==> config.mk <==
export PLATFORM = sky130hd
export DESIGN_NAME = ip_uart_rx_inst
export DESIGN_NICKNAME = d
export VERILOG_FILES = /design/src/rtl/ip_uart_rx_inst.sv
export SDC_FILE = /design/constraint.sdc
export NUM_CORES = 1
export LEC_CHECK = 0
export BUFFER_PORTS_ARGS = -buffer_cell sky130_fd_sc_hd__buf_2
export CORE_MARGIN = 10
export CORE_UTILIZATION = 25
export CTS_BUF_LIST = sky130_fd_sc_hd__clkbuf_8
export DETAILED_ROUTE_END_ITERATION = 10
export SETUP_SLACK_MARGIN = 0.05
export SKIP_LAST_GASP = 1
export SLEW_MARGIN = 5
export SYNTH_ARGS = -nofsm -noshare
export SYNTH_HDL_FRONTEND = slang
export SYNTH_SLANG_ARGS = --single-unit
==> constraint.sdc <==
create_clock -name clk -period 2 [get_ports clk]
set_input_delay 0.1 -clock clk [delete_from_list [all_inputs] [get_ports clk]]
set_output_delay 0.1 -clock clk [all_outputs]
set_load 0.01 [all_outputs]
==> src/rtl/ip_uart_rx_inst.sv <==
// UART receiver behind a Z80 I/O port pair: 0x12 = DATA (receive FIFO head), 0x13 = STATUS.
// Define IP_UART_RX_FIFO_EN for a 4-entry receive FIFO; otherwise a single holding register is used.
module ip_uart_rx_inst #(
  parameter int clk_freq  = 27000000,
  parameter int uart_freq = 115200
) (
  input  logic       clk,
  input  logic       reset,
  input  logic       enable,
  input  logic       iorq_n,
  input  logic       wr_n,
  input  logic       rd_n,
  input  logic [7:0] a,
  input  logic [7:0] d,
  output logic [7:0] q,
  output logic       q_en,
  input  logic       uart_rx,
  output logic [1:0] dbg_state
);

  localparam int DIV  = clk_freq / uart_freq;
  localparam int HALF = DIV / 2;
  localparam int CW   = $clog2(DIV + 1);
`ifdef IP_UART_RX_FIFO_EN
  localparam int DEPTH = 4;
`else
  localparam int DEPTH = 1;
`endif
  localparam int PW = (DEPTH > 1) ? $clog2(DEPTH) : 1;
  localparam int NW = $clog2(DEPTH + 1);

  typedef enum logic [1:0] {
    S_IDLE  = 2'd0,
    S_START = 2'd1,
    S_DATA  = 2'd2,
    S_STOP  = 2'd3
  } state_t;

  state_t          state;
  logic [CW-1:0]   baud_cnt;
  logic [2:0]      bit_cnt;
  logic [7:0]      shreg;
  logic [1:0]      sync_q;
  logic            rx_prev;
  logic            rx_s;
  logic            push_stb;
  logic [7:0]      push_data;
  logic            frame_err_stb;

  logic [7:0]      mem [1 << PW];
  logic [PW-1:0]   wr_ptr;
  logic [PW-1:0]   rd_ptr;
  logic [NW-1:0]   count;
  logic            overrun;
  logic            framing_err;
  logic            rd_hold;

  logic            decode;
  logic            rd_data_act;
  logic            pop_evt;
  logic            status_wr;
  logic            fifo_full;
  logic            fifo_nempty;
  logic            do_pop;
  logic            do_push;
  logic            overrun_set;
  logic            unused_d;

  assign dbg_state = state;
  assign unused_d  = ^d[5:0];
  assign rx_s      = sync_q[1];

  function automatic logic [PW-1:0] ptr_inc(input logic [PW-1:0] p);
    return (p == PW'(DEPTH - 1)) ? '0 : p + 1'b1;
  endfunction

  // Line synchronizer plus one extra stage for falling-edge detection
  always_ff @(posedge clk or posedge reset) begin
    if (reset) begin
      sync_q  <= 2'b11;
      rx_prev <= 1'b1;
    end else begin
      sync_q  <= {sync_q[0], uart_rx};
      rx_prev <= sync_q[1];
    end
  end

  always_ff @(posedge clk or posedge reset) begin
    if (reset) begin
      state         <= S_IDLE;
      baud_cnt      <= '0;
      bit_cnt       <= '0;
      shreg         <= '0;
      push_stb      <= 1'b0;
      push_data     <= '0;
      frame_err_stb <= 1'b0;
    end else begin
      push_stb      <= 1'b0;
      frame_err_stb <= 1'b0;
      case (state)
        S_IDLE: begin
          if (rx_prev && !rx_s) begin
            state    <= S_START;
            baud_cnt <= CW'(HALF - 1);
          end
        end
        S_START: begin
          if (baud_cnt != '0) begin
            baud_cnt <= baud_cnt - 1'b1;
          end else if (!rx_s) begin
            state    <= S_DATA;
            baud_cnt <= CW'(DIV - 1);
            bit_cnt  <= '0;
          end else begin
            state <= S_IDLE;
          end
        end
        S_DATA: begin
          if (baud_cnt != '0) begin
            baud_cnt <= baud_cnt - 1'b1;
          end else begin
            shreg    <= {rx_s, shreg[7:1]};
            baud_cnt <= CW'(DIV - 1);
            if (bit_cnt == 3'd7) state <= S_STOP;
            else bit_cnt <= bit_cnt + 1'b1;
          end
        end
        S_STOP: begin
          if (baud_cnt != '0) begin
            baud_cnt <= baud_cnt - 1'b1;
          end else begin
            if (rx_s) begin
              push_stb  <= 1'b1;
              push_data <= shreg;
            end else begin
              frame_err_stb <= 1'b1;
            end
            state <= S_IDLE;
          end
        end
        default: state <= S_IDLE;
      endcase
    end
  end

  assign decode      = !iorq_n && ({a[7:1], 1'b0} == 8'h12);
  assign rd_data_act = enable && decode && !rd_n && !a[0];
  assign pop_evt     = enable && rd_n && rd_hold;
  assign status_wr   = enable && decode && a[0] && !wr_n;
  assign fifo_full   = (count == NW'(DEPTH));
  assign fifo_nempty = (count != '0);
  assign do_pop      = pop_evt && fifo_nempty;
  // A full FIFO still accepts a byte when a pop frees the head in the same cycle
  assign do_push     = push_stb && (!fifo_full || do_pop);
  assign overrun_set = push_stb && fifo_full && !do_pop;

  always_ff @(posedge clk) begin
    if (do_push) mem[wr_ptr] <= push_data;
  end

  always_ff @(posedge clk or posedge reset) begin
    if (reset) begin
      wr_ptr      <= '0;
      rd_ptr      <= '0;
      count       <= '0;
      overrun     <= 1'b0;
      framing_err <= 1'b0;
      rd_hold     <= 1'b0;
    end else begin
      if (do_push) wr_ptr <= ptr_inc(wr_ptr);
      if (do_pop)  rd_ptr <= ptr_inc(rd_ptr);
      case ({do_push, do_pop})
        2'b10:   count <= count + 1'b1;
        2'b01:   count <= count - 1'b1;
        default: count <= count;
      endcase

      if (rd_data_act)  rd_hold <= 1'b1;
      else if (pop_evt) rd_hold <= 1'b0;

      if (overrun_set)              overrun <= 1'b1;
      else if (status_wr && d[7])   overrun <= 1'b0;
      if (frame_err_stb)            framing_err <= 1'b1;
      else if (status_wr && d[6])   framing_err <= 1'b0;
    end
  end

  always_comb begin
    q_en = decode && !rd_n;
    q    = 8'h00;
    if (q_en) begin
      if (a[0]) q = {overrun, framing_err, 5'd0, fifo_nempty};
      else      q = fifo_nempty ? mem[rd_ptr] : 8'hFF;
    end
  end

endmodule

* Word level (Yosys, flattened, before mapping)
Memories as Yosys holds them, arrays and structs flattened. Index checks and enable logic that the tools add are counted.
Word-level totals: bits of input ports 23, memories 1, register bits 40, RAM bits 16
Operators by class: bitwise operators 1, muxes and demuxes 38, equality and inequality tests 16, add/subtract/negate cells 6, reduce and logical (&&, ||, !) cells 36
Memories:
- mem | words 2, bits a word 8, rd ports 1, clocked after Yosys merged registers in 0, wr ports 1, line 50 | logic [7:0] mem [1 << PW];
Operator list (count):
- two-way mux 8 bit | 8
- one-hot mux 8 bit (4 select lines) | 1
- logical AND 1 bit | 16
- two-way mux 1 bit | 16
- != test 2 bit, second input constant | 8
- two-way mux 2 bit | 6
- two-way mux 3 bit | 4
- AND reduction 5 bit | 2
- nonzero test 2 bit | 5
- one-hot mux 2 bit (4 select lines) | 1
- nonzero test 8 bit | 1
- subtractor 8 x 1 -> 8 bit, second input constant | 1
- == test 7 x 4 -> 1 bit, second input constant | 1
- zero test 1 bit | 7
- == test 2 bit, second input constant | 3
- one-hot mux 3 bit (2 select lines) | 1
- AND reduction 3 bit | 2
- == test 2 x 1 -> 1 bit, second input constant | 2
- adder 1 bit, second input constant | 3
- adder 3 x 1 -> 3 bit, second input constant | 1
- == test 3 bit, second input constant | 1
- != test 3 bit, second input constant | 1
- zero test 2 bit | 1
- one-hot mux 1 bit (2 select lines) | 1
- 4 further kinds | 4

* Longest topological paths before layout
Gate-level depths: netlist of the first run.
depth in word-level cells 8, mapped depth 9, depth with buffers taken out 7

* Worst setup path before layout of the first run
No wires, ideal clock.
kind flip-flop to flip-flop, start register baud_cnt[4], end register push_data[0], slack -202 ps, required time 1875 ps, buffers on the path 1, cell stages (with the launch flop) 6, clock period less this slack 2202 ps, library setup time 125 ps, arrival time 2078 ps, cells stage by stage dfrtp_1 > or4_4 > or3_1 > buf_2 > nor3_4 > mux2_2
Between the ends: longest elaborated chain between the ends 3
RTL lines:
- start: declaration | line 40 | logic [CW-1:0] baud_cnt;
- start signal: assignment | line 104 | baud_cnt <= CW'(HALF - 1);
- start signal: assignment | line 109 | baud_cnt <= baud_cnt - 1'b1;
- start signal: assignment | line 112 | baud_cnt <= CW'(DIV - 1);
- nonzero test 8 bit | line 129 | if (baud_cnt != '0) begin
- NOT 1 bit (no line)
- AND reduction 3 bit (no line)
- end signal: assignment | line 134 | push_data <= shreg;
- end: declaration | line 47 | logic [7:0] push_data;
Every way passes these cells. A chain may end at the register's enable or synchronous reset.

* Worst setup path after layout of the first run
start register baud_cnt[4], end register push_data[7]
The elaborated chain is that of the path after synthesis.

==> impl_table.tex, run 1 <==
\begin{tabular}{lr}
\hline
Metric & Value \\
\hline
\multicolumn{2}{l}{\textbf{Clocking}} \\
H-tree level count & 2 \\
Clk\_lat worst skew & between 300 and 400 ps \\
CTS Buffer Depth & 2 \\
CTS tree & built \\
Clock sinks & 46 \\
TritonCTS Buffers & 5 \\
CTS clock-pin slew for the worst setup and hold paths & 100 ps \\
Root buffer cell & clkbuf\_8 \\
\multicolumn{2}{l}{\textbf{Synthesis}} \\
Synthesized net count & around 250 \\
Unique masters post-synth & 39 \\
Top-area cell type share of the netlist area & 38.65\% \\
Post-synthesis async set-or-reset flop share & between 80\% and 90\% \\
Cell types with the largest area share after synthesis & dfrtp\_1 (39\%), edfxtp\_1 (11\%), mux2\_2 (8.0\%), ha\_1 (5.0\%), a21oi\_1 (4.6\%) \\
Most instantiated cells after synthesis & dfrtp\_1 (35), inv\_1 (23), a21oi\_1 (21), mux2\_2 (16), nor2\_1 (16) \\
Post-synth EDFFs & 8 \\
Most frequently used cell type in the post-synthesis netlist & dfrtp\_1 \\
Number of warning messages in the yosys log & 0 \\
Register bit count reported by yosys & 46 \\
Sequential-to-total area share from yosys stat & a little over half \\
Primary flip-flop cell chosen by synthesis mapping & dfrtp\_1 \\
Cell area after synthesis & 0.002266 mm\^{}2 \\
Number of standard cells after synthesis & 217 \\
Biggest area consumer among synthesized cells & dfrtp\_1 \\
Synthesized area divided by synthesized cell count & between 10 and 15 um\^{}2 \\
\multicolumn{2}{l}{\textbf{Worst setup path}} \\
Worst-case reg-to-reg path depth & 5 \\
Crit path launch type & register \\
Cell family with most CP delay & simple AND/OR/NAND/NOR gates \\
Path type of the worst setup path & reg -> reg \\
Req. time, crit path & 2190 ps \\
Internal reg-to-reg setup slack & -120 ps \\
Reg2Reg Launch Point & baud\_cnt[4]\$\_DFFE\_PP0P\_ \\
Launching element of the worst setup path & baud\_cnt[4]\$\_DFFE\_PP0P\_ \\
Crit path capture type & register \\
Arrival time worst endpoint & 2310 ps \\
Largest stage delay, worst path & $\sim$530 ps \\
FF-to-FF End & push\_data[7]\$\_DFFE\_PP0P\_ \\
Combined buffer and inverter count along the critical path & 1 \\
Slowest cell on the critical path & or4\_4 \\
CP Cell Sequence & or4\_4 > or3\_4 > nor3\_4 > buf\_12 > mux2\_2 \\
Largest driver fanout on the critical path & 9 \\
\multicolumn{2}{l}{\textbf{Pwr}} \\
Switching portion of total power & between 30\% and 40\% \\
Portion of total power attributed to the clock network & between 10\% and 20\% \\
Total power per unit cell area & 1172 mW/mm\^{}2 \\
Portion of total power attributed to combinational logic & 47.3\% \\
Reported leakage power & 1.384 nW \\
Sequential fraction of design power & a little over a third \\
Internal power summed over all cells & 2.084 mW \\
NetSw & 1.311 mW \\
IR Drop Worst-Case VDD & 0.4220 mV \\
\multicolumn{2}{l}{\textbf{Placement}} \\
Weighted congestion at the end of routability-driven global placement & 0.8347 \\
Hpwl dp & about 3600 um \\
Post-place instance area & approximately 0.0027 mm\^{}2 \\
Total instance count after detailed placement & $\sim$370 \\
Pre-CTS WS & -197.3 ps \\
Number of port buffers & 27 \\
\multicolumn{2}{l}{\textbf{Final layout}} \\
Post-Layout Inst Area & a little under 0.003 mm\^{}2 \\
Fin nets & 306 \\
Ant diodes & 0 \\
Fraction of layout instances using a drive strength above 1 & approximately a third \\
Non-filler cells, final & 383 \\
Syn-to-layout area delta & 27.89\% \\
\multicolumn{2}{l}{\textbf{STA}} \\
Shortest period the worst path allows & roughly 2100 ps \\
Final setup violation count & 15 \\
Final worst slack & -117.3 ps \\
Unrepaired setup endpoints after global routing & yes \\
Fmax & 472.3 MHz \\
Worst slew margin relative to its limit & roughly 68\% \\
Sum of negative setup slack & -1179 ps \\
Hold slack & 82.63 ps \\
Hold Vio Cnt, Final & 0 \\
Final Skew & 10.47 ps \\
Worst-Margin Slew & 484.6 ps \\
Fraction of the cycle the final worst path needs & 105.9\% \\
Max-slew violations & 0 \\
\multicolumn{2}{l}{\textbf{Hold path}} \\
Class of the worst hold path & in -> reg \\
Endpoint of the worst hold-timing path & rd\_hold\$\_DFFE\_PP0P\_ \\
Hold Path Depth & 3 \\
Start point of the worst hold path & enable \\
\multicolumn{2}{l}{\textbf{Die}} \\
Number of rows in the core area & 34 \\
Number of I/O pins & 34 \\
Die boundary width & 115.2 um \\
Die Footprint & 0.01327 mm\^{}2 \\
Initial core utilization & roughly a quarter \\
Area of the core & 0.008763 mm\^{}2 \\
Die boundary height & roughly 120 um \\
\multicolumn{2}{l}{\textbf{GRT}} \\
Wire length of the first global-routing pass & 8211 um \\
Initial antenna violation count & 0 \\
GR Overflow Total & 0 \\
Via count of the first global-routing pass & 1744 \\
Pin count of the biggest net entering global routing & 39 \\
Overall Global Routing Usage & approximately 7.5\% \\
\multicolumn{2}{l}{\textbf{Routing}} \\
Post-DR vias/cell & $\sim$4.6 \\
DR vias & roughly 1800 \\
Number of detailed-route iterations in the first pass & 4 \\
Residual antenna-violating net count after detailed routing & 0 \\
Drt initial violations & 76 \\
Average wire length per cell after detail routing & between 10 and 15 um \\
DRC violation count after routing & 0 \\
Detailed-route wire length & $\sim$5000 um \\
\multicolumn{2}{l}{\textbf{Flow run}} \\
Maximum Capacitance Violations & 0 \\
\multicolumn{2}{l}{\textbf{Status}} \\
Status & finished with violations \\
Violated checks & setup timing \\
\hline
\end{tabular}
==> layout by cell type (no fill, tap or decap), types with 2 or more instances in the layout <==
cell type / count
buf_4: 27
nand2b_1: 3
a211oi_1: 2
nor4_1: 3
dfrtp_1: 35
nand3_1: 5
clkbuf_8: 5
or2_2: 2
edfxtp_1: 8
nand2_1: 14
a31oi_1: 4
nor3_4: 2
a21oi_1: 21
dlygate4sd3_1: 2
o21ai_1: 5
or3_1: 2
nor3_1: 5
a21o_1: 3
buf_2: 27
inv_1: 23
dfstp_2: 3
o21ai_0: 9
nor2b_1: 2
mux2_2: 15
nor2_1: 15
o41ai_1: 2
ha_1: 9
==> final cells by class <==
class / instances / area (um^2)
sequential: 46 / 1195
clock buffer: 5 / 68.82
inverter: 23 / 86.33
timing repair buffer: 58 / 389.1
clock inverter: 3 / 25.02
multi-input combinational: 140 / 998.5
fill: 901 / 5866
tap: 108 / 135.1
==> metal layers <==
| metal | GRT usage (%) | vias up | part of all wire (%) |
|---|---|---|---|
| li1 | - | 878 | - |
| met1 | 9.435 | 835 | 46 |
| met2 | 11.22 | 48 | 45 |
| met3 | 3.021 | 6 | 7.6 |
| met4 | 3.135 | 0 | 1.3 |
| met5 | 0 | - | 0 |
==> worst max-delay path by stage <==
stage | to | slack, ps | depth (start not counted)
after global placement | push_data[3]$_DFFE_PP0P_ | -180 | 5
after floorplan | push_data[0]$_DFFE_PP0P_ | -200 | 5
after detailed placement | push_data[4]$_DFFE_PP0P_ | -200 | 5
after global routing | push_data[7]$_DFFE_PP0P_ | -170 | 5
final | push_data[7]$_DFFE_PP0P_ | -120 | 5
after CTS | push_data[7]$_DFFE_PP0P_ | -120 | 5
==> power by group through the flow <==
stage / clock network, mW / registers, mW / logic, mW
2_1_floorplan: 0 / 1.21 / 0.930
4_1_cts: 0.622 / 1.19 / 1.49
3_5_place_dp: 0 / 1.21 / 1.44
5_1_grt: 0.664 / 1.22 / 1.81
6_report: 0.597 / 1.19 / 1.61
3_3_place_gp: 0 / 1.21 / 1.43
==> stage by stage <==
step	total power, mW	utilization, %
2_1_floorplan	2.139	-
3_3_place_gp	2.637	30.98
3_5_place_dp	2.650	30.98
4_1_cts	3.308	32.57
5_1_grt	3.687	33.07
6_report	3.395	33.07
==> kinds of logic after synthesis <==
kind of cell | Yosys count | share of synthesized area, %
flops | 46 | 52.73
simple gates | 59 | 13.31
buf+inv | 31 | 5.246
mux | 16 | 7.951
fa+ha+maj | 9 | 4.970
compound gates | 56 | 15.79
==> worst reg2reg max path, cell delays in order, from the launching register on <==
cell and delay [ps]:
dfrtp_1 400, or4_4 530, or3_4 440, nor3_4 160, buf_12 150, mux2_2 320
==> flip-flops by register name, summed over array words and instances (netlist names), named ones only <==
signal,count
count,1
push_stb,1
dbg_state,1
baud_cnt,8
framing_err,1
frame_err_stb,1
shreg,8
rd_hold,1
overrun,1
mem,8
sync_q,2
bit_cnt,3
push_data,8
rx_prev,1
==> repair_timing <==
action                                 CTS  global route
gates resized for setup                  3             7
hold buffers                             2             0
pin swaps                                0             1
setup endpoints to repair               28            28
setup buffers                            1             3
endpoints found under the hold margin   36             0
Power figures use the tool's default switching activity.
==> inputs of run 2 (changes only) <==
--- a/config.mk
+++ b/config.mk
@@ -16,3 +16,4 @@
 export SYNTH_ARGS = -nofsm -noshare
 export SYNTH_HDL_FRONTEND = slang
 export SYNTH_SLANG_ARGS = --single-unit
+export TNS_END_PERCENT = 20
==> run 2 against run 1 <==
- final cell count down 1.0%
- critical path depth up 1
- clock power up 17%
- sequential power about the same
- the run still ends with setup timing left
- worst setup slack worse by 8.1 ps
- via count down 0.34%
- final area down 1.6%
- die area unchanged
- critical path type unchanged
- first-iteration DRC count up 33%
- count of clock-buffer cells in the layout unchanged
==> impl_table.tex, run 2 (synthesized netlist as in run 1, its figures left out) <==
\begin{tabular}{lr}
\hline
Metric & Value \\
\hline
\multicolumn{2}{l}{\textbf{Status}} \\
Status & finished with violations \\
Violated checks & setup timing \\
\multicolumn{2}{l}{\textbf{GRT}} \\
Wire length of the first global-routing pass & between 8000 and 9000 um \\
Initial antenna violation count & 0 \\
Overall Global Routing Usage & 7.320\% \\
Pin count of the biggest net entering global routing & 39 \\
Via count of the first global-routing pass & approximately 1800 \\
GR Overflow Total & 0 \\
\multicolumn{2}{l}{\textbf{STA}} \\
Worst-Margin Slew & 469.5 ps \\
Max-slew violations & 0 \\
Worst slew margin relative to its limit & between 60\% and 70\% \\
Final worst slack & -125.3 ps \\
Fraction of the cycle the final worst path needs & 106.3\% \\
Hold Vio Cnt, Final & 0 \\
Fmax & 470.5 MHz \\
Final setup violation count & 15 \\
Shortest period the worst path allows & 2125 ps \\
Unrepaired setup endpoints after global routing & yes \\
Final Skew & 7.771 ps \\
\multicolumn{2}{l}{\textbf{Clocking}} \\
Root buffer cell & clkbuf\_8 \\
Post-CTS setup-driven buffer insertion count & 0 \\
Clock sinks & 46 \\
Clk\_lat worst skew & 300 ps \\
CTS clock-pin slew for the worst setup and hold paths & 90 ps \\
H-tree level count & 2 \\
CTS Buffer Depth & 2 \\
CTS tree & built \\
TritonCTS Buffers & 5 \\
\multicolumn{2}{l}{\textbf{Routing}} \\
Detailed-route wire length & 4677 um \\
DRC violation count after routing & 0 \\
Number of detailed-route iterations in the first pass & 4 \\
Average wire length per cell after detail routing & 12.34 um \\
Post-DR vias/cell & 4.646 \\
Residual antenna-violating net count after detailed routing & 0 \\
Drt initial violations & roughly 100 \\
DR vias & between 1500 and 2000 \\
\multicolumn{2}{l}{\textbf{Worst setup path}} \\
Slowest cell on the critical path & or4\_4 \\
Path type of the worst setup path & reg -> reg \\
Cell family with most CP delay & simple AND/OR/NAND/NOR gates \\
Req. time, crit path & 2190 ps \\
Arrival time worst endpoint & 2320 ps \\
Worst-case reg-to-reg path depth & 6 \\
Largest stage delay, worst path & 530 ps \\
Largest driver fanout on the critical path & 5 \\
Crit path launch type & register \\
Combined buffer and inverter count along the critical path & 1 \\
Path length in cells of the critical path & 6 \\
CP Cell Sequence & or4\_4 > or3\_4 > buf\_6 > a221oi\_4 > a21oi\_1 > a41o\_1 \\
Crit path capture type & register \\
\multicolumn{2}{l}{\textbf{Die}} \\
Die Footprint & 0.01327 mm\^{}2 \\
Die boundary width & 115.2 um \\
Die boundary height & 115.2 um \\
Number of I/O pins & 34 \\
Area of the core & 0.008763 mm\^{}2 \\
Initial core utilization & between 20 and 30\% \\
Number of rows in the core area & 34 \\
\multicolumn{2}{l}{\textbf{Flow run}} \\
Maximum Capacitance Violations & 0 \\
\multicolumn{2}{l}{\textbf{Final layout}} \\
Ant diodes & 0 \\
Final standard cell utilization of the core & about a third \\
Number of fill cells & between 900 and 1000 \\
Most common library cell in the layout ignoring fill and taps & dfrtp\_1 \\
Commonest non-fill, non-tap cells in the layout & dfrtp\_1 (35), buf\_2 (27), inv\_1 (23), buf\_4 (23), a21oi\_1 (21) \\
Fraction of layout instances using a drive strength above 1 & a little under a third \\
Fin nets & roughly 300 \\
Syn-to-layout area delta & 25.90\% \\
\multicolumn{2}{l}{\textbf{Pwr}} \\
Reported leakage power & 1.370 nW \\
Internal power summed over all cells & 2.148 mW \\
Sequential fraction of design power & 35.0\% \\
Switching portion of total power & 36.67\% \\
IR Drop Worst-Case VDD & 0.4486 mV \\
Portion of total power attributed to the clock network & 20.5\% \\
NetSw & 1.244 mW \\
Portion of total power attributed to combinational logic & 44.5\% \\
Total power per unit cell area & 1189 mW/mm\^{}2 \\
\multicolumn{2}{l}{\textbf{Placement}} \\
Hpwl dp & 3538 um \\
Weighted congestion at the end of routability-driven global placement & 0.8412 \\
Number of port buffers & 27 \\
Pre-CTS WS & -217.9 ps \\
\multicolumn{2}{l}{\textbf{Hold path}} \\
Class of the worst hold path & in -> reg \\
Hold Path Depth & 3 \\
\hline
\end{tabular}
==> run 2: timing repair <==
action / CTS / global route
endpoints found under the hold margin: 36 / 0
setup endpoints to repair: 28 / 29
hold buffers: 2 / 0
gates resized for setup: 2 / 1
pin swaps: 2 / 2
==> run 2: power by group through the flow <==
stage	logic [mW]	clock network [mW]	registers, mW
after floorplan	0.906	0	1.21
after global placement	1.44	0	1.20
after detailed placement	1.47	0	1.20
after CTS	1.48	0.721	1.19
after global routing	1.69	0.764	1.21
final	1.51	0.696	1.19
==> run 2: per-stage QoR <==
stage | hold slack (ps) | setup TNS [ps] | cell area (um^2) | instances | power, mW
after floorplan | 104.5 | -2151 | 2266 | 217 | 2.115
after detailed placement | 212.1 | -2265 | 2704 | 369 | 2.673
after global routing | 88.81 | -3181 | 2853 | 379 | 3.660
after CTS | 68.63 | -1497 | 2845 | 379 | 3.386
final | 69.43 | -1129 | 2853 | 379 | 3.392
after global placement | 207.2 | -1796 | 2704 | 369 | 2.638
==> run 2: cell type report <==
class	count	area (um^2)	share of cell area, %
Clock inverter	3	43.79	1.535
Timing Repair Buffer	54	359.1	12.59
Inverter	23	86.33	3.026
Sequential cell	46	1195	41.89
Clock buffer	5	68.82	2.412
Multi-Input combinational cell	140	964.7	33.82
Tap cell	108	135.1	4.737
==> run 2: path summary, 6_finish.rpt <==
check | start | end | slack, ps
worst max-delay path | baud_cnt[4]$_DFFE_PP0P_ | register | -130
worst min-delay path | d[6] | framing_err$_DFFE_PP0P_ | 70
worst max register to register | baud_cnt[4]$_DFFE_PP0P_ | register | -130
worst min register to register | sync_q[0]$_DFF_PP1_ | sync_q[1]$_DFF_PP1_ | 370
max in group asynchronous | reset | rx_prev$_DFF_PP1_ | 1190
min in group asynchronous | reset | baud_cnt[0]$_DFFE_PP0P_ | 450
==> run 2: worst reg2reg max path, stage by stage (launching register included) <==
cell and delay [ps]:
dfrtp_1 390, or4_4 530, or3_4 430, buf_6 140, a221oi_4 220, a21oi_1 100, a41o_1 210
==> run 2: per-layer routing <==
layer | GRT usage [%] | vias up | wire (um)
li1 | - | 870 | -
met4 | 2.723 | 0 | 60
met3 | 3.229 | 8 | 460
met2 | 11.56 | 58 | 2159
met5 | 0 | - | 0
met1 | 8.592 | 825 | 1997
==> inputs of run 3 (changes only) <==
--- a/config.mk
+++ b/config.mk
@@ -10,6 +10,7 @@
 export CORE_UTILIZATION = 25
 export CTS_BUF_LIST = sky130_fd_sc_hd__clkbuf_8
 export DETAILED_ROUTE_END_ITERATION = 10
+export PLACE_DENSITY = 0.51
 export SETUP_SLACK_MARGIN = 0.05
 export SKIP_LAST_GASP = 1
 export SLEW_MARGIN = 5
==> run 3 against run 2 <==
- the run still ends with setup timing left
- global-route usage decreased by 0.085 points
- via count shrank 1.9%
- critical path depth decreased by 1
- register-to-register slack better by 70 ps
- clock skew barely moved
- flip-flop and latch count unchanged
- routed wire length up 0.79%
- core utilization is 0.19 points lower
- die area is the same
- hold slack better by 7.3 ps
- clock power decreased by 17%
- final area decreased by 0.57%
- largest cell class unchanged
- largest power group unchanged
==> impl_table.tex, run 3 (synthesized netlist as in run 1, its figures left out) <==
\begin{tabular}{lr}
\hline
Metric & Value \\
\hline
\multicolumn{2}{l}{\textbf{Status}} \\
Status & finished with violations \\
Violated checks & setup timing \\
\multicolumn{2}{l}{\textbf{Die}} \\
Area of the core & 0.008763 mm\^{}2 \\
Initial core utilization & 25.86\% \\
Number of I/O pins & 34 \\
Die boundary width & 115.2 um \\
Number of rows in the core area & 34 \\
Die boundary height & 115.2 um \\
Die Footprint & 0.01327 mm\^{}2 \\
\multicolumn{2}{l}{\textbf{Placement}} \\
Hpwl dp & 3643 um \\
Number of port buffers & 27 \\
Total instance count after detailed placement & around 370 \\
Weighted congestion at the end of routability-driven global placement & 0.8103 \\
Post-place instance area & 0.002719 mm\^{}2 \\
\multicolumn{2}{l}{\textbf{Clocking}} \\
Clock sinks & 46 \\
CTS clock-pin slew for the worst setup and hold paths & 90 ps \\
CTS Buffer Depth & 2 \\
TritonCTS Buffers & 5 \\
CTS tree & built \\
Clk\_lat worst skew & around 300 ps \\
Root buffer cell & clkbuf\_8 \\
H-tree level count & 2 \\
\multicolumn{2}{l}{\textbf{STA}} \\
Fmax & between 400 and 500 MHz \\
Shortest period the worst path allows & 2056 ps \\
Final setup violation count & 18 \\
Hold Vio Cnt, Final & 0 \\
Max-slew violations & 0 \\
Hold slack & 76.75 ps \\
Worst slew margin relative to its limit & 64.66\% \\
Worst-Margin Slew & 525.2 ps \\
Final worst slack & -55.95 ps \\
Unrepaired setup endpoints after global routing & yes \\
Fraction of the cycle the final worst path needs & 102.8\% \\
Final Skew & 7.939 ps \\
\multicolumn{2}{l}{\textbf{GRT}} \\
Global routing met2 resource utilization & a little under an eighth \\
Top Usage Layer GRT & met2 \\
Wire length of the first global-routing pass & 7941 um \\
GR met1 Demand/Resource & 8.628\% \\
Pin count of the biggest net entering global routing & 39 \\
Overall Global Routing Usage & 7.235\% \\
Initial antenna violation count & 0 \\
Via count of the first global-routing pass & 1700 \\
GR Overflow Total & 0 \\
Met3 Track Usage GR & 2.396\% \\
\multicolumn{2}{l}{\textbf{Routing}} \\
Average wire length per cell after detail routing & 12.37 um \\
DRC violation count after routing & 0 \\
Residual antenna-violating net count after detailed routing & 0 \\
DR vias & 1728 \\
Post-DR vias/cell & 4.535 \\
Drt initial violations & between 80 and 90 \\
Number of detailed-route iterations in the first pass & 4 \\
Detailed-route wire length & 4714 um \\
\multicolumn{2}{l}{\textbf{Final layout}} \\
Fin nets & roughly 300 \\
Commonest non-fill, non-tap cells in the layout & dfrtp\_1 (35), buf\_2 (27), buf\_4 (26) \\
Non-filler cells, final & 381 \\
Ant diodes & 0 \\
Final standard cell utilization of the core & 32.37\% \\
Most common library cell in the layout ignoring fill and taps & dfrtp\_1 \\
Number of fill cells & 906 \\
Post-Layout Inst Area & roughly 0.0028 mm\^{}2 \\
Syn-to-layout area delta & 25.18\% \\
Fraction of layout instances using a drive strength above 1 & 31.87\% \\
\multicolumn{2}{l}{\textbf{Worst setup path}} \\
Req. time, crit path & between 2000 and 2500 ps \\
Crit path capture type & register \\
Slowest cell on the critical path & or4\_4 \\
Crit path launch type & register \\
Arrival time worst endpoint & 2250 ps \\
CP Cell Sequence & or4\_4 > or3\_4 > nor3\_4 > buf\_12 > mux2\_2 \\
Internal reg-to-reg setup slack & -60 ps \\
Largest stage delay, worst path & around 530 ps \\
Largest driver fanout on the critical path & 9 \\
Worst-case reg-to-reg path depth & 5 \\
Path type of the worst setup path & reg -> reg \\
\multicolumn{2}{l}{\textbf{Pwr}} \\
Pwr Total & $\sim$3.3 mW \\
IR Drop Worst-Case VDD & 0.4241 mV \\
Reported leakage power & 1.358 nW \\
Total power per unit cell area & 1156 mW/mm\^{}2 \\
\multicolumn{2}{l}{\textbf{Flow run}} \\
Maximum Capacitance Violations & 0 \\
\multicolumn{2}{l}{\textbf{Hold path}} \\
Class of the worst hold path & in -> reg \\
Hold Path Depth & 3 \\
\hline
\end{tabular}
run 3: cell types whose count changed in the layout (fill, tap and decap cells not counted), sizes merged:
cell and change:
clkinv -1, clkinvlp +2, bufinv -1, buf +2
run 3: per-stage QoR:
stage / setup WS, ps / TNS [ps]
CTS: -68.60 / -668.5
floorplan: -202.5 / -2151
finish: -55.95 / -479.6
detailed placement: -207.1 / -2570
global route: -138.5 / -2238
global placement: -180.1 / -2293
run 3: path summary, 6_finish.rpt:
| check | start | endpoint |
|---|---|---|
| setup / recovery | baud_cnt[4]$_DFFE_PP0P_ | push_data[2]$_DFFE_PP0P_ |
| hold / removal | d[6] | framing_err$_DFFE_PP0P_ |
| setup reg to reg | baud_cnt[4]$_DFFE_PP0P_ | push_data[2]$_DFFE_PP0P_ |
| hold reg to reg | sync_q[0]$_DFF_PP1_ | sync_q[1]$_DFF_PP1_ |
| max in group asynchronous | reset | sync_q[0]$_DFF_PP1_ |
| min in group asynchronous | reset | framing_err$_DFFE_PP0P_ |
run 3: metal layers:
metal / vias to the layer above / share of wire, % / wire length [um]
met5: - / 0 / 0
met4: 0 / 1.8 / 84
met3: 5 / 7.2 / 341
met2: 42 / 46 / 2166
met1: 805 / 45 / 2122
li1: 876 / - / -
run 3: what timing repair did:
item	in CTS	in global routing
setup endpoints to repair	28	28
resized for setup	1	0
hold endpoints to repair	36	0
cloned	0	0
hold buffers	2	0
pin swaps	1	0
setup buffers	0	0
run 3: power by group:
part	internal, mW	total, mW	switching (mW)
clock network	0.250	0.580	0.330
logic	0.707	1.51	0.806
registers	1.08	1.19	0.102
run 3: critical path: cells and delay by family, from the launching register on:
kind	cells	cell delay (ps)
buffers and inverters	1	150
DFF	1	380
muxes	1	330
and+or+nand+nor	3	1090
run 3: final cells by class:
class | count | area [um^2] | share of cell area (%)
flip-flops and latches | 46 | 1195 | 42.13
multi-input cells | 140 | 957.2 | 33.75
repair buffers | 56 | 370.4 | 13.06
well taps | 108 | 135.1 | 4.764
inverters | 23 | 86.33 | 3.044
clock buffers | 5 | 68.82 | 2.426
clock inverters | 3 | 23.77 | 0.8381
